<file path="config.mk">
export PLATFORM = sky130hd
export DESIGN_NAME = modn_step_counter_flat
export DESIGN_NICKNAME = d
export VERILOG_FILES = /design/src/rtl/modn_pkg.sv /design/src/rtl/modn_step_counter_if.sv /design/src/rtl/modn_step_alu.sv /design/src/rtl/modn_step_counter.sv /design/src/flat_wrapper.sv
export SDC_FILE = /design/constraint.sdc
export NUM_CORES = 1
export LEC_CHECK = 0
export CORE_MARGIN = 5
export CORE_UTILIZATION = 50
export CTS_CLUSTER_DIAMETER = 200
export DETAILED_ROUTE_END_ITERATION = 16
export PLACE_DENSITY_LB_ADDON = 0.2
export REMOVE_ABC_BUFFERS = 1
export SYNTH_ARGS = -nofsm -noshare
export SYNTH_HDL_FRONTEND = slang
export SYNTH_SLANG_ARGS = --single-unit
</file>
<file path="constraint.sdc">
create_clock -name clk -period 3.28 [get_ports clk]
set_input_delay 0.328 -clock clk [delete_from_list [all_inputs] [get_ports clk]]
set_output_delay 0.328 -clock clk [all_outputs]
set_load 0.02 [all_outputs]
</file>
<file path="src/rtl/modn_pkg.sv">
// -----------------------------------------------------------------------------
// modn_pkg
// Shared definitions for the modulo-N step counter: opcode encodings,
// run_state encodings and the step direction used by the arithmetic unit.
// No ports; imported by every file of the counter.
// -----------------------------------------------------------------------------
package modn_pkg;

  localparam int OPCODE_W = 3;
  localparam int STATE_W  = 2;

  // Command set sampled every cycle on the opcode input.
  typedef enum logic [OPCODE_W-1:0] {
    OP_NOP       = 3'd0,
    OP_LOAD      = 3'd1,
    OP_STOP      = 3'd2,
    OP_INC       = 3'd3,
    OP_DEC       = 3'd4,
    OP_LOAD_STEP = 3'd5,
    OP_RSVD      = 3'd6,
    OP_CLEAR     = 3'd7
  } opcode_t;

  // Externally visible run state.
  typedef enum logic [STATE_W-1:0] {
    RUN_IDLE = 2'd0,
    RUN_UP   = 2'd1,
    RUN_DOWN = 2'd2
  } run_state_t;

  // Direction of a single count step.
  typedef enum logic {
    DIR_UP   = 1'b0,
    DIR_DOWN = 1'b1
  } step_dir_t;

endpackage

</file>
<file path="src/rtl/modn_step_counter_if.sv">
// -----------------------------------------------------------------------------
// modn_step_counter_if
// Command/result bundle of the modulo-N step counter.
//   opcode    : 3-bit command, sampled every cycle
//   data      : operand for LOAD and LOAD_STEP
//   en_in     : count enable (cascading)
//   sat       : 0 = wrap mode, 1 = saturate mode
//   result    : registered counter value
//   y         : registered, 1 when result is even
//   tc        : one-cycle terminal-count pulse on wrap or clamp
//   run_state : IDLE / UP / DOWN
// master drives commands, slave (the counter) drives results.
// -----------------------------------------------------------------------------
interface modn_step_counter_if
  import modn_pkg::*;
#(
  parameter int WIDTH = 4
);

  logic [OPCODE_W-1:0] opcode;
  logic [WIDTH-1:0]    data;
  logic                en_in;
  logic                sat;
  logic [WIDTH-1:0]    result;
  logic                y;
  logic                tc;
  run_state_t          run_state;

  modport master (
    output opcode, data, en_in, sat,
    input  result, y, tc, run_state
  );

  modport slave (
    input  opcode, data, en_in, sat,
    output result, y, tc, run_state
  );

endinterface

</file>
<file path="src/rtl/modn_step_alu.sv">
// -----------------------------------------------------------------------------
// modn_step_alu
// Combinational modulo-N step: value +/- step, wrapping or clamping to the
// range 0..N-1.
//   value      : current counter value (0..N-1)
//   step       : step size (0..N-1)
//   dir        : DIR_UP or DIR_DOWN
//   sat        : 0 = wrap, 1 = clamp at N-1 (up) or 0 (down)
//   next_value : value after the step
//   tc_next    : 1 when the step wrapped or clamped
// -----------------------------------------------------------------------------
module modn_step_alu
  import modn_pkg::*;
#(
  parameter int N     = 9,
  parameter int WIDTH = 4
) (
  input  logic [WIDTH-1:0] value,
  input  logic [WIDTH-1:0] step,
  input  step_dir_t        dir,
  input  logic             sat,
  output logic [WIDTH-1:0] next_value,
  output logic             tc_next
);

  // One extra bit so N itself (up to 2^WIDTH) and value+step / value+N
  // (at most 2N-2) are representable without overflow.
  localparam logic [WIDTH:0] N_EXT = (WIDTH+1)'(N);

  logic [WIDTH:0] val_ext;
  logic [WIDTH:0] step_ext;
  logic [WIDTH:0] sum;

  assign val_ext  = {1'b0, value};
  assign step_ext = {1'b0, step};

  // A zero step never crosses a boundary, so it falls out of both branches
  // with value unchanged and tc_next low.
  always_comb begin
    next_value = value;
    tc_next    = 1'b0;
    sum        = '0;
    if (dir == DIR_UP) begin
      sum = val_ext + step_ext;
      if (sum >= N_EXT) begin
        tc_next    = 1'b1;
        next_value = sat ? WIDTH'(N_EXT - 1'b1) : WIDTH'(sum - N_EXT);
      end else begin
        next_value = WIDTH'(sum);
      end
    end else begin
      if (val_ext >= step_ext) begin
        next_value = WIDTH'(val_ext - step_ext);
      end else begin
        tc_next    = 1'b1;
        next_value = sat ? '0 : WIDTH'(val_ext + N_EXT - step_ext);
      end
    end
  end

endmodule

</file>
<file path="src/rtl/modn_step_counter.sv">
// -----------------------------------------------------------------------------
// modn_step_counter
// Modulo-N up/down counter with programmable step, wrap or saturate mode,
// count enable and a registered terminal-count pulse.
//   clk   : clock, all state changes on the rising edge
//   reset : synchronous, active-high
//   bus   : modn_step_counter_if.slave (opcode, data, en_in, sat in;
//           result, y, tc, run_state out)
// Parameters: N (modulus, 2..2^WIDTH), WIDTH (data/step/result width).
// -----------------------------------------------------------------------------
module modn_step_counter
  import modn_pkg::*;
#(
  parameter int N     = 9,
  parameter int WIDTH = 4
) (
  input  logic                  clk,
  input  logic                  reset,
  modn_step_counter_if.slave    bus
);

  localparam logic [WIDTH:0] N_EXT = (WIDTH+1)'(N);

  logic [WIDTH-1:0] value;
  logic [WIDTH-1:0] step_r;
  run_state_t       run_state;
  logic             tc_r;
  logic             y_r;

  logic [WIDTH-1:0] value_d;
  logic [WIDTH-1:0] step_d;
  run_state_t       state_d;
  logic             tc_d;

  opcode_t          op;
  logic             running;
  logic             do_step;
  step_dir_t        step_dir;
  logic [WIDTH-1:0] data_mod;
  logic [WIDTH-1:0] alu_value;
  logic             alu_tc;

  assign op       = opcode_t'(bus.opcode);
  assign running  = (run_state != RUN_IDLE);
  assign data_mod = WIDTH'({1'b0, bus.data} % N_EXT);

  // The step always uses the registered step_r, so a LOAD_STEP while running
  // counts with the old step and the new one applies from the next cycle.
  modn_step_alu #(
    .N     (N),
    .WIDTH (WIDTH)
  ) u_alu (
    .value      (value),
    .step       (step_r),
    .dir        (step_dir),
    .sat        (bus.sat),
    .next_value (alu_value),
    .tc_next    (alu_tc)
  );

  // Opcode decode and next-state selection. INC/DEC set the direction for
  // the step they may take in the same cycle; otherwise the direction follows
  // the current run_state. A clamp in saturate mode ends the run.
  always_comb begin
    value_d  = value;
    step_d   = step_r;
    state_d  = run_state;
    tc_d     = 1'b0;
    do_step  = 1'b0;
    step_dir = (run_state == RUN_DOWN) ? DIR_DOWN : DIR_UP;
    unique case (op)
      OP_LOAD: value_d = data_mod;
      OP_STOP: state_d = RUN_IDLE;
      OP_INC: begin
        state_d  = RUN_UP;
        step_dir = DIR_UP;
        do_step  = bus.en_in;
      end
      OP_DEC: begin
        state_d  = RUN_DOWN;
        step_dir = DIR_DOWN;
        do_step  = bus.en_in;
      end
      OP_LOAD_STEP: begin
        step_d  = data_mod;
        do_step = running && bus.en_in;
      end
      OP_CLEAR: begin
        value_d = '0;
        state_d = RUN_IDLE;
      end
      default: do_step = running && bus.en_in;
    endcase
    if (do_step) begin
      value_d = alu_value;
      tc_d    = alu_tc;
      if (alu_tc && bus.sat) begin
        state_d = RUN_IDLE;
      end
    end
  end

  // All outputs are registered on the same edge; y is taken from the value
  // being written so it always matches the new result. Reset wins over any
  // opcode and drops a pending tc.
  always_ff @(posedge clk) begin
    if (reset) begin
      value     <= '0;
      step_r    <= WIDTH'(1);
      run_state <= RUN_IDLE;
      tc_r      <= 1'b0;
      y_r       <= 1'b1;
    end else begin
      value     <= value_d;
      step_r    <= step_d;
      run_state <= state_d;
      tc_r      <= tc_d;
      y_r       <= ~value_d[0];
    end
  end

  assign bus.result    = value;
  assign bus.y         = y_r;
  assign bus.tc        = tc_r;
  assign bus.run_state = run_state;

endmodule

</file>
<file path="src/flat_wrapper.sv">
// flat-port wrapper written by rule: the top's interface ports become plain ports
module modn_step_counter_flat import modn_pkg::*;
#(
  parameter int N     = 9,
  parameter int WIDTH = 4
)
  (clk, reset, bus_opcode, bus_data, bus_en_in, bus_sat, bus_result, bus_y, bus_tc, bus_run_state);
  modn_step_counter_if #(.WIDTH(WIDTH)) bus_i ();
  input  logic clk;
  input  logic reset;
  input wire logic [$bits(bus_i.opcode)-1:0] bus_opcode;
  input wire logic [$bits(bus_i.data)-1:0] bus_data;
  input wire logic [$bits(bus_i.en_in)-1:0] bus_en_in;
  input wire logic [$bits(bus_i.sat)-1:0] bus_sat;
  output wire logic [$bits(bus_i.result)-1:0] bus_result;
  output wire logic [$bits(bus_i.y)-1:0] bus_y;
  output wire logic [$bits(bus_i.tc)-1:0] bus_tc;
  output wire logic [$bits(bus_i.run_state)-1:0] bus_run_state;
  assign bus_i.opcode = bus_opcode;
  assign bus_i.data = bus_data;
  assign bus_i.en_in = bus_en_in;
  assign bus_i.sat = bus_sat;
  assign bus_result = bus_i.result;
  assign bus_y = bus_i.y;
  assign bus_tc = bus_i.tc;
  assign bus_run_state = bus_i.run_state;
  modn_step_counter #(.N(N), .WIDTH(WIDTH)) u_core (.clk(clk), .reset(reset), .bus(bus_i));
endmodule
</file>
==> results.yml, run 1 <==
floorplanning:
  die-area_um2: 3837
  die_w_um: 61.94
  num_rows: 18
  coreArea_um2: 2522
  ios: 19
  start_util_pct: 53.47
  die_h_um: 61.94
sta:
  fmax_ghz: 0.3892
  hold_viol_final: 0
  post-route-min-period_ps: 2569
  fin_skew_ps: 15.01
  rsz0062_at_grt: "false"
  finalSetupViolCount: 0
  setup_tns_ps: 0
  tightest_slew_ps: 614.4
  relSlewSlack_pct: 58.91
  drv_slew: 0
  finalCritPeriodShare_pct: 78.33
critical_path:
  cp-start-kind: "flop"
  crit_path_end_kind: "flop"
  required_ps: 3500
  r2r_cells: 8
  arrival_ps: 2790
  cp_slowest_cell: "fa_1"
  reg2reg_from: "u_core.bus.result[0]$_SDFF_PP0_"
  cpPeakStageDelay_ps: 610
  r2r_slack_ps: 710
  cpMostUsedCell: "ha_1"
  crit_type: "flop to flop"
  path_max_fanout: 5
  r2r_end: "u_core.bus.run_state[1]$_SDFF_PP0_"
  worstPathCellList: "ha_1 > fa_1 > inv_1 > ha_1 > nor4_4 > o211ai_1 > and2_4 > a311oi_1"
cells_and_area:
  fin_nets: 209
  areaGrowthSynthToFinish_pct: 17.63
  post-route-util_pct: 62.90
  layout-drive-gt1-share_pct: 8.989
  n_antenna_cell: 0
placed_design:
  io_buffer_count: 18
  hpwlAfterDp_um: 2654
  place_congestion: 0.9411
synth:
  synth.top_cells.by_count: "inv_1 (18), ha_1 (15), dfxtp_1 (12), nor2_1 (12), a21oi_1 (9)"
  yosysUniqueCellTypes: 55
  ys_seq_area_share_pct: 17.81
  yosysMostFrequentCell: "inv_1"
  synth_edf_count: 0
  synthCells: 160
  async_reset_ff_share_pct: 0
  ys_ff_latch: 12
  yosys_most_used_dff: "dfxtp_1"
  ys_warn_count: 0
  ys_top_cells_by_area: "dfxtp_1 (18%), ha_1 (14%), fa_1 (5.9%), inv_1 (5.0%), a21oi_1 (3.3%)"
  synth_top_area_share_pct: 17.81
  synth_area_um2: 1349
  yosys.area.top_type: "dfxtp_1"
  avgSynthCellArea_um2: 8.430
global_route:
  first_global_vias: 1222
  grtUsageTotal_pct: 19.98
  gr-total-overflow: 0
  grt_pass1_wl_um: 5595
  grt_max_degree: 16
  antenna_found_initial: 0
min_path:
  worst_hold_path.endpoint: "u_core.step_r[2]$_SDFFE_PP0N_"
  hold_start: "u_core.step_r[2]$_SDFFE_PP0N_"
  min_path_cells: 2
  hold_path_class: "flop to flop"
route:
  first_pass_iters: 4
  route.detailed.drc: 0
  drt_iter0_drc: 81
  wirelength_um: 3286
  num_vias: 1208
  via_per_inst: 5.808
  wire_per_inst_um: 15.80
  drtAntennaViolNets: 0
power_and_ir_drop:
  ir_drop_v: 0.0002902
  p_per_area_nw_per_um2: 334.2
  leakage_uw: 0.0006257
clocking:
  clock_path_buffers: 2
  post_cts_buffers: 0
  cts_max_level: 1
  cts_hold_buf: 0
  worst_skew_pair.late_latency_ps: 300
  cts_tree: "yes"
  clock_sinks: 12
  ctsResizeCount: 0
  cts-root-buf: "clkbuf_4"
  cts_buffers: 3
  clk_pin_slew_worst_paths_ps: 100
run_status:
  outcome: "finished clean"
job:
  cap_violations: 0
registers in the layout (all words and copies together) (netlist names):
signal,count
u_core.bus.result,4
u_core.step_r,4
u_core.bus.run_state,2
u_core.bus.tc,1
u_core.bus.y,1
cell usage in the layout, fill, tap and decap left out, types with 3 or more instances in the layout:
master           count
nand2_1              7
nor2b_1              5
ha_1                15
inv_1               18
mux2i_1              4
nand2b_1             7
nor2_1              12
clkbuf_4             3
a21oi_1              9
o21ai_0              5
xnor2_1              3
fa_1                 4
clkdlybuf4s50_1     18
a22oi_1              4
nor3_1               5
dfxtp_1             12
worst max-delay path, delay by kind of cell (launching register included):
| family | cells | cell delay (ps) |
|---|---|---|
| flip-flops | 1 | 360 |
| adder cells (fa/ha/maj) | 3 | 1090 |
| AO/OA/AOI/OAI | 2 | 410 |
| buffers and inverters | 1 | 100 |
| AND/OR/NAND/NOR | 2 | 540 |
worst max path at each step:
stage                                          startpoint                                 end  slack [ps]
after floorplan           u_core.bus.result[0]$_SDFF_PP0_  u_core.bus.run_state[1]$_SDFF_PP0_         850
after global placement    u_core.bus.result[0]$_SDFF_PP0_  u_core.bus.run_state[1]$_SDFF_PP0_         820
after detailed placement  u_core.bus.result[0]$_SDFF_PP0_  u_core.bus.run_state[1]$_SDFF_PP0_         740
after CTS                 u_core.bus.result[0]$_SDFF_PP0_  u_core.bus.run_state[1]$_SDFF_PP0_         710
after global routing      u_core.bus.result[0]$_SDFF_PP0_  u_core.bus.run_state[1]$_SDFF_PP0_         590
final                     u_core.bus.result[0]$_SDFF_PP0_  u_core.bus.run_state[1]$_SDFF_PP0_         710
cell families (layout without fill, tap and decap cells):
logic type	Yosys count	count (layout)	synth area share (%)
simple gates	50	50	21.99
compound gates	47	47	26.72
buf+inv	22	40	6.214
fa+ha+maj	19	19	19.85
flops	12	12	17.81
xor+xnor	6	6	4.454
mux	4	4	2.969
routing by layer:
layer / part of all wire [%] / global-route usage [%] / vias up / wire [um]
met5: 0 / 0 / - / 0
met4: 0.43 / 4.545 / 0 / 14
met3: 5.3 / 5.785 / 2 / 173
met1: 43 / 24.72 / 553 / 1417
li1: - / - / 614 / -
met2: 51 / 34.17 / 39 / 1680
power by group:
| group | total (uW) | internal [uW] | switching, uW | leakage, uW |
|---|---|---|---|---|
| logic | 232 | 102 | 130 | 0.000507 |
| registers | 166 | 154 | 11.8 | 0.0000980 |
| clock network | 132 | 67.8 | 64.1 | 0.0000210 |
stage by stage:
step | setup slack [ps] | instance area (um2) | hold slack (ps) | instances | total power, uW
after floorplan | 849.8 | 1333 | 397.1 | 156 | 327.6
after CTS | 713.0 | 1587 | 576.9 | 208 | 531.0
after global routing | 591.9 | 1587 | 596.0 | 208 | 564.0
after global placement | 822.5 | 1550 | 527.2 | 204 | 392.0
after detailed placement | 735.1 | 1550 | 557.7 | 204 | 399.9
final | 710.6 | 1587 | 564.0 | 208 | 530.2
cell type report:
cell class | count | area (um2)
Sequential cell | 12 | 240.2
Multi-Input combinational cell | 126 | 1025
Inverter | 18 | 67.56
Fill cell | 220 | 935.9
Clock buffer | 4 | 36.28
Tap cell | 30 | 37.54
Timing Repair Buffer | 18 | 180.2
(Power assumes the default switching activity.)
==> inputs of run 2 (changes only) <==
- clock period: 3.28 -> 2.56 ns (I/O delays scaled with it)
==> results.yml, run 2 (synthesis gave the netlist of run 1 again) <==
global_route:
  first_global_vias: 1265
  grtUsageTotal_pct: 19.52
  gr-total-overflow: 0
  antenna_found_initial: 0
  grt_pass1_wl_um: 5554
  grt_max_degree: 11
power_and_ir_drop:
  ir_drop_v: 0.0003353
  seq_power_share_pct: 32.7
  power_frac_comb_pct: 49.0
  p_per_area_nw_per_um2: 401.8
  pwr-share-clk_pct: 18.2
  leakage_uw: 0.0006405
  switchingPower_uw: 252.8
  p_int_uw: 393.7
  sw_frac_of_total_pct: 39.10
critical_path:
  path_buf_inv: 2
  r2r_cells: 10
  r2r_slack_ps: 150
  cpPeakStageDelay_ps: 400
  cp-start-kind: "flop"
  cpLargestDelayFamily: "adder cells"
  reg2reg_from: "u_core.bus.result[1]$_SDFFE_PP0P_"
  crit_path_end_kind: "flop"
  arrival_ps: 2560
  crit_start: "u_core.bus.result[1]$_SDFFE_PP0P_"
  required_ps: 2710
  cp.depth: 10
  cp_slowest_cell: "dfxtp_2"
  crit_type: "flop to flop"
  path_max_fanout: 6
  worstPathCellList: "inv_1 > ha_1 > inv_1 > ha_1 > fa_1 > xor2_1 > nor3_2 > a211oi_1 > a211o_1 > a21oi_1"
clocking:
  cts_max_level: 1
  cts_tree: "yes"
  clk_pin_slew_worst_paths_ps: 80
  post_cts_buffers: 0
  cts_buffers: 3
  worst_skew_pair.late_latency_ps: 270
  clock_sinks: 12
  ctsResizeCount: 0
  clock_path_buffers: 2
  cts_hold_buf: 0
  cts-root-buf: "clkbuf_4"
sta:
  fin_skew_ps: 7.868
  tightest_slew_ps: 588.3
  finalCritPeriodShare_pct: 94.05
  fmax_ghz: 0.4153
  relSlewSlack_pct: 60.60
  rsz0062_at_grt: "false"
  finalSetupViolCount: 0
  post-route-min-period_ps: 2408
  setup_ws_ps: 152.3
  setup_tns_ps: 0
  drv_slew: 0
  hold_viol_final: 0
placed_design:
  place_congestion: 0.9107
  io_buffer_count: 18
  place_inst: 208
  hpwlAfterDp_um: 2773
  post-place-ws_ps: 71.52
route:
  via_per_inst: 6.066
  first_pass_iters: 5
  route.detailed.drc: 0
  wire_per_inst_um: 16.07
  drtAntennaViolNets: 0
  drt_iter0_drc: 71
  wirelength_um: 3391
  num_vias: 1280
floorplanning:
  die-area_um2: 3837
  num_rows: 18
  start_util_pct: 53.47
  coreArea_um2: 2522
  die_h_um: 61.94
  ios: 19
  die_w_um: 61.94
job:
  cap_violations: 0
cells_and_area:
  areaGrowthSynthToFinish_pct: 19.29
  instances_no_fill: 211
  most-common-layout-cells: "inv_1 (18), clkdlybuf4s50_1 (18), ha_1 (15)"
  n_antenna_cell: 0
  fin_nets: 213
  fill_cells: 242
  layout-drive-gt1-share_pct: 11.60
min_path:
  hold_path_class: "flop to flop"
  hold_start: "u_core.step_r[2]$_SDFFE_PP0N_"
  min_path_cells: 2
run_status:
  outcome: "finished clean"
-- run 2: cell count changes in the layout (fill, tap and decap cells not counted) --
cell / delta
dfxtp_1: -1
nor3_2: +1
nor3_1: -1
dfxtp_2: +1
clkbuf_8: -1
buf_4: +4
-- run 2: routing by layer --
layer	up-vias	GRT usage [%]	routed length (um)
met4	0	6.667	35
met2	39	33.88	1701
met5	-	0	0
met3	8	3.512	178
met1	618	24.09	1475
li1	615	-	-
-- run 2: final timing paths --
| path | endpoint |
|---|---|
| hold reg to reg | u_core.step_r[2]$_SDFFE_PP0N_ |
| setup / recovery | u_core.bus.result[3]$_SDFFE_PP0P_ |
| setup reg to reg | u_core.bus.result[3]$_SDFFE_PP0P_ |
| hold / removal | u_core.step_r[2]$_SDFFE_PP0N_ |
-- run 2: power by group through the flow --
stage	Sequential (uW)	Combinational (uW)	Clock, uW
3_5_place_dp	216	310	0
4_1_cts	211	312	120
3_3_place_gp	215	301	0
5_1_grt	214	346	137
2_1_floorplan	225	195	0
6_report	212	317	118
-- run 2: tightest hold or removal path, stage by stage, from the launching register on --
cell and delay [ps]:
dfxtp_1 370, a21oi_1 80, nor2_1 70
-- run 2: stage by stage --
stage                     hold WS [ps]  cell area (um2)  util [%]  total power, uW
after global placement           524.8             1580     62.65            515.9
final                            542.5             1609     63.79            646.4
after detailed placement         528.3             1580     62.65            525.2
after floorplan                  325.1             1333         -            419.7
after global routing             588.0             1609     63.79            696.0
after CTS                        546.8             1603     63.54            642.3
-- run 2: cell type report --
type / instances / area, um2 / share of cell area (%)
Clock buffer: 3 / 22.52 / 1.400
Inverter: 18 / 67.56 / 4.199
Multi-Input combinational cell: 126 / 1030 / 64.00
Sequential cell: 12 / 241.5 / 15.01
Tap cell: 30 / 37.54 / 2.333
Timing Repair Buffer: 22 / 210.2 / 13.06
==> inputs of run 3 (changes only) <==
- SLEW_MARGIN: default -> 10
- SYNTH_HIERARCHICAL: default -> 1
==> results.yml, run 3 <==
route:
  num_vias: 1356
  via_per_inst: 5.697
  wire_per_inst_um: 15.24
  route.detailed.drc: 0
  wirelength_um: 3627
  first_pass_iters: 4
  drt_iter0_drc: 86
  drtAntennaViolNets: 0
power_and_ir_drop:
  p_int_uw: 432.5
  seq_power_share_pct: 30.1
  pwr-share-clk_pct: 16.2
  leakage_uw: 0.0007722
  sw_frac_of_total_pct: 36.97
  power_frac_comb_pct: 53.7
  switchingPower_uw: 253.7
  p_per_area_nw_per_um2: 375.9
  ir_drop_v: 0.0003139
sta:
  fin_skew_ps: 0.9991
  drv_slew: 0
  hold_viol_final: 0
  relSlewSlack_pct: 62.45
  tightest_slew_ps: 554.5
  rsz0062_at_grt: "true"
  fmax_ghz: 0.3718
  setup_ws_ps: -129.7
  post-route-min-period_ps: 2690
  setup_tns_ps: -580.5
  finalSetupViolCount: 7
  finalCritPeriodShare_pct: 105.1
global_route:
  grtUsageTotal_pct: 18.91
  antenna_found_initial: 0
  first_global_vias: 1327
  grt_pass1_wl_um: 6085
  grt_max_degree: 15
  gr-total-overflow: 0
floorplanning:
  start_util_pct: 52.17
  ios: 19
  die_w_um: 63.41
  num_rows: 19
  die-area_um2: 4021
  coreArea_um2: 2734
  die_h_um: 63.41
clocking:
  clock_path_buffers: 2
  cts_tree: "yes"
  clk_pin_slew_worst_paths_ps: 70
  cts_buffers: 3
  cts_hold_buf: 0
  cts_max_level: 1
  cts-root-buf: "clkbuf_4"
  worst_skew_pair.late_latency_ps: 260
  clock_sinks: 12
placed_design:
  io_buffer_count: 18
  hpwlAfterDp_um: 2978
  place_congestion: 0.8243
  place_inst: 232
  placement.cell_area_um2: 1745
min_path:
  min_path_cells: 2
  hold_path_class: "flop to flop"
synth:
  avgSynthCellArea_um2: 8.390
  synth-xor-area-share_pct: 3.596
  ys_top_cells_by_area: "dfxtp_1 (17%), ha_1 (13%), fa_1 (5.6%), inv_1 (4.5%), nor3_1 (3.2%)"
  ys_warn_count: 6
  yosys_most_used_dff: "dfxtp_1"
  synth_top_family_by_area: "simple AND/OR/NAND/NOR gates"
  synthCells: 170
  synth.top_cells.by_count: "inv_1 (17), ha_1 (15), dfxtp_1 (12), nand2_1 (12)"
  yosysUniqueCellTypes: 51
  synth_top_area_share_pct: 16.84
  async_reset_ff_share_pct: 0
  yosys.area.top_type: "dfxtp_1"
  synthAdderAreaFrac_pct: 19.47
  yosysMostFrequentCell: "inv_1"
  ys_ff_latch: 12
  ys_seq_area_share_pct: 16.84
  synth_compound_area_share_pct: 22.81
  synth_mux_area_share_pct: 3.070
  synth-simple-area-share_pct: 26.23
  synth_edf_count: 0
  synth_area_um2: 1426
cells_and_area:
  areaGrowthSynthToFinish_pct: 27.98
  fill_cells: 239
  final_common_cell: "buf_4"
  n_antenna_cell: 0
  fin_nets: 239
  largest_register: "u_core/step_r"
  largest_reg_flops: 4
  instances_no_fill: 238
  most-common-layout-cells: "buf_4 (22), clkdlybuf4s50_1 (18), inv_1 (16)"
  fin_area_um2: 1826
  layout-drive-gt1-share_pct: 22.71
critical_path:
  r2r_cells: 11
  crit_path_end_kind: "flop"
  cpLargestDelayFamily: "adder cells"
  crit_type: "flop to flop"
  arrival_ps: 2900
  cp-start-kind: "flop"
  worstPathCellList: "ha_4 > inv_2 > fa_1 > ha_2 > or3_4 > a311oi_4 > mux2i_2 > mux2i_1 > inv_1 > a31oi_2 > o21a_1"
  cp_slowest_cell: "fa_1"
  path_max_fanout: 6
  cp.depth: 11
  required_ps: 2770
  cpPeakStageDelay_ps: 480
  path_buf_inv: 2
run_status:
  outcome: "finished with violations"
  violations: "setup timing"
job:
  cap_violations: 0
==> run 3: cell families after synthesis <==
group / count (synthesis)
flops: 12
simple gates: 64
buf+inv: 24
xor+xnor: 5
fa+ha+maj: 20
compound gates: 41
mux: 4
==> run 3: worst paths after layout <==
kind / slack [ps] / to / startpoint
max: -130 / flop / flop
min reg2reg: 520 / u_core/step_r[3]$_SDFFE_PP0N_ / u_core/step_r[3]$_SDFFE_PP0N_
max reg2reg: -130 / flop / flop
min: 520 / u_core/step_r[3]$_SDFFE_PP0N_ / u_core/step_r[3]$_SDFFE_PP0N_
==> run 3: final cells by class <==
| type | instances | area, um2 | share of cell area [%] |
|---|---|---|---|
| Clock buffer | 3 | 22.52 | 1.234 |
| Timing Repair Buffer | 41 | 356.6 | 19.53 |
| Sequential cell | 12 | 242.7 | 13.30 |
| Multi-Input combinational cell | 134 | 1101 | 60.32 |
| Tap cell | 31 | 38.79 | 2.125 |
| Inverter | 17 | 63.81 | 3.496 |
==> run 3: worst reg2reg max path, cell delays in order, from the launching register on <==
cell and delay, ps:
dfxtp_2 350, ha_4 140, inv_2 30, fa_1 480
ha_2 190, or3_4 390, a311oi_4 380, mux2i_2 150
mux2i_1 170, inv_1 60, a31oi_2 160, o21a_1 140
==> run 3: layer usage <==
metal / track usage, % / part of all wire, %
met1: 21.81 / 43
met3: 1.776 / 2.4
met5: 0 / 0
met4: 5.455 / 1.3
met2: 36.04 / 53
==> run 3: metrics by stage <==
step	power, uW	util, %	hold WS [ps]	worst slack, ps
after floorplan	417.6	-	325.1	-349.1
after global placement	542.3	63.84	492.8	-102.2
after detailed placement	555.2	63.84	507.9	-208.4
after CTS	675.8	65.81	517.0	-123.8
after global routing	744.1	66.77	570.3	-254.1
final	686.2	66.77	523.4	-129.7
==> run 3: power groups by stage <==
stage	combinational, uW	clock [uW]	sequential [uW]
after floorplan	196	0	222
after global placement	334	0	209
after detailed placement	346	0	209
after CTS	355	114	207
after global routing	408	128	208
final	369	111	207
==> run 3: repair_timing <==
item / in CTS / in global routing
endpoints found under the hold margin: 0 / 0
setup buffers: 1 / 2
pin swaps: 0 / 2
setup endpoints to repair: 8 / 8
gates resized for setup: 7 / 2
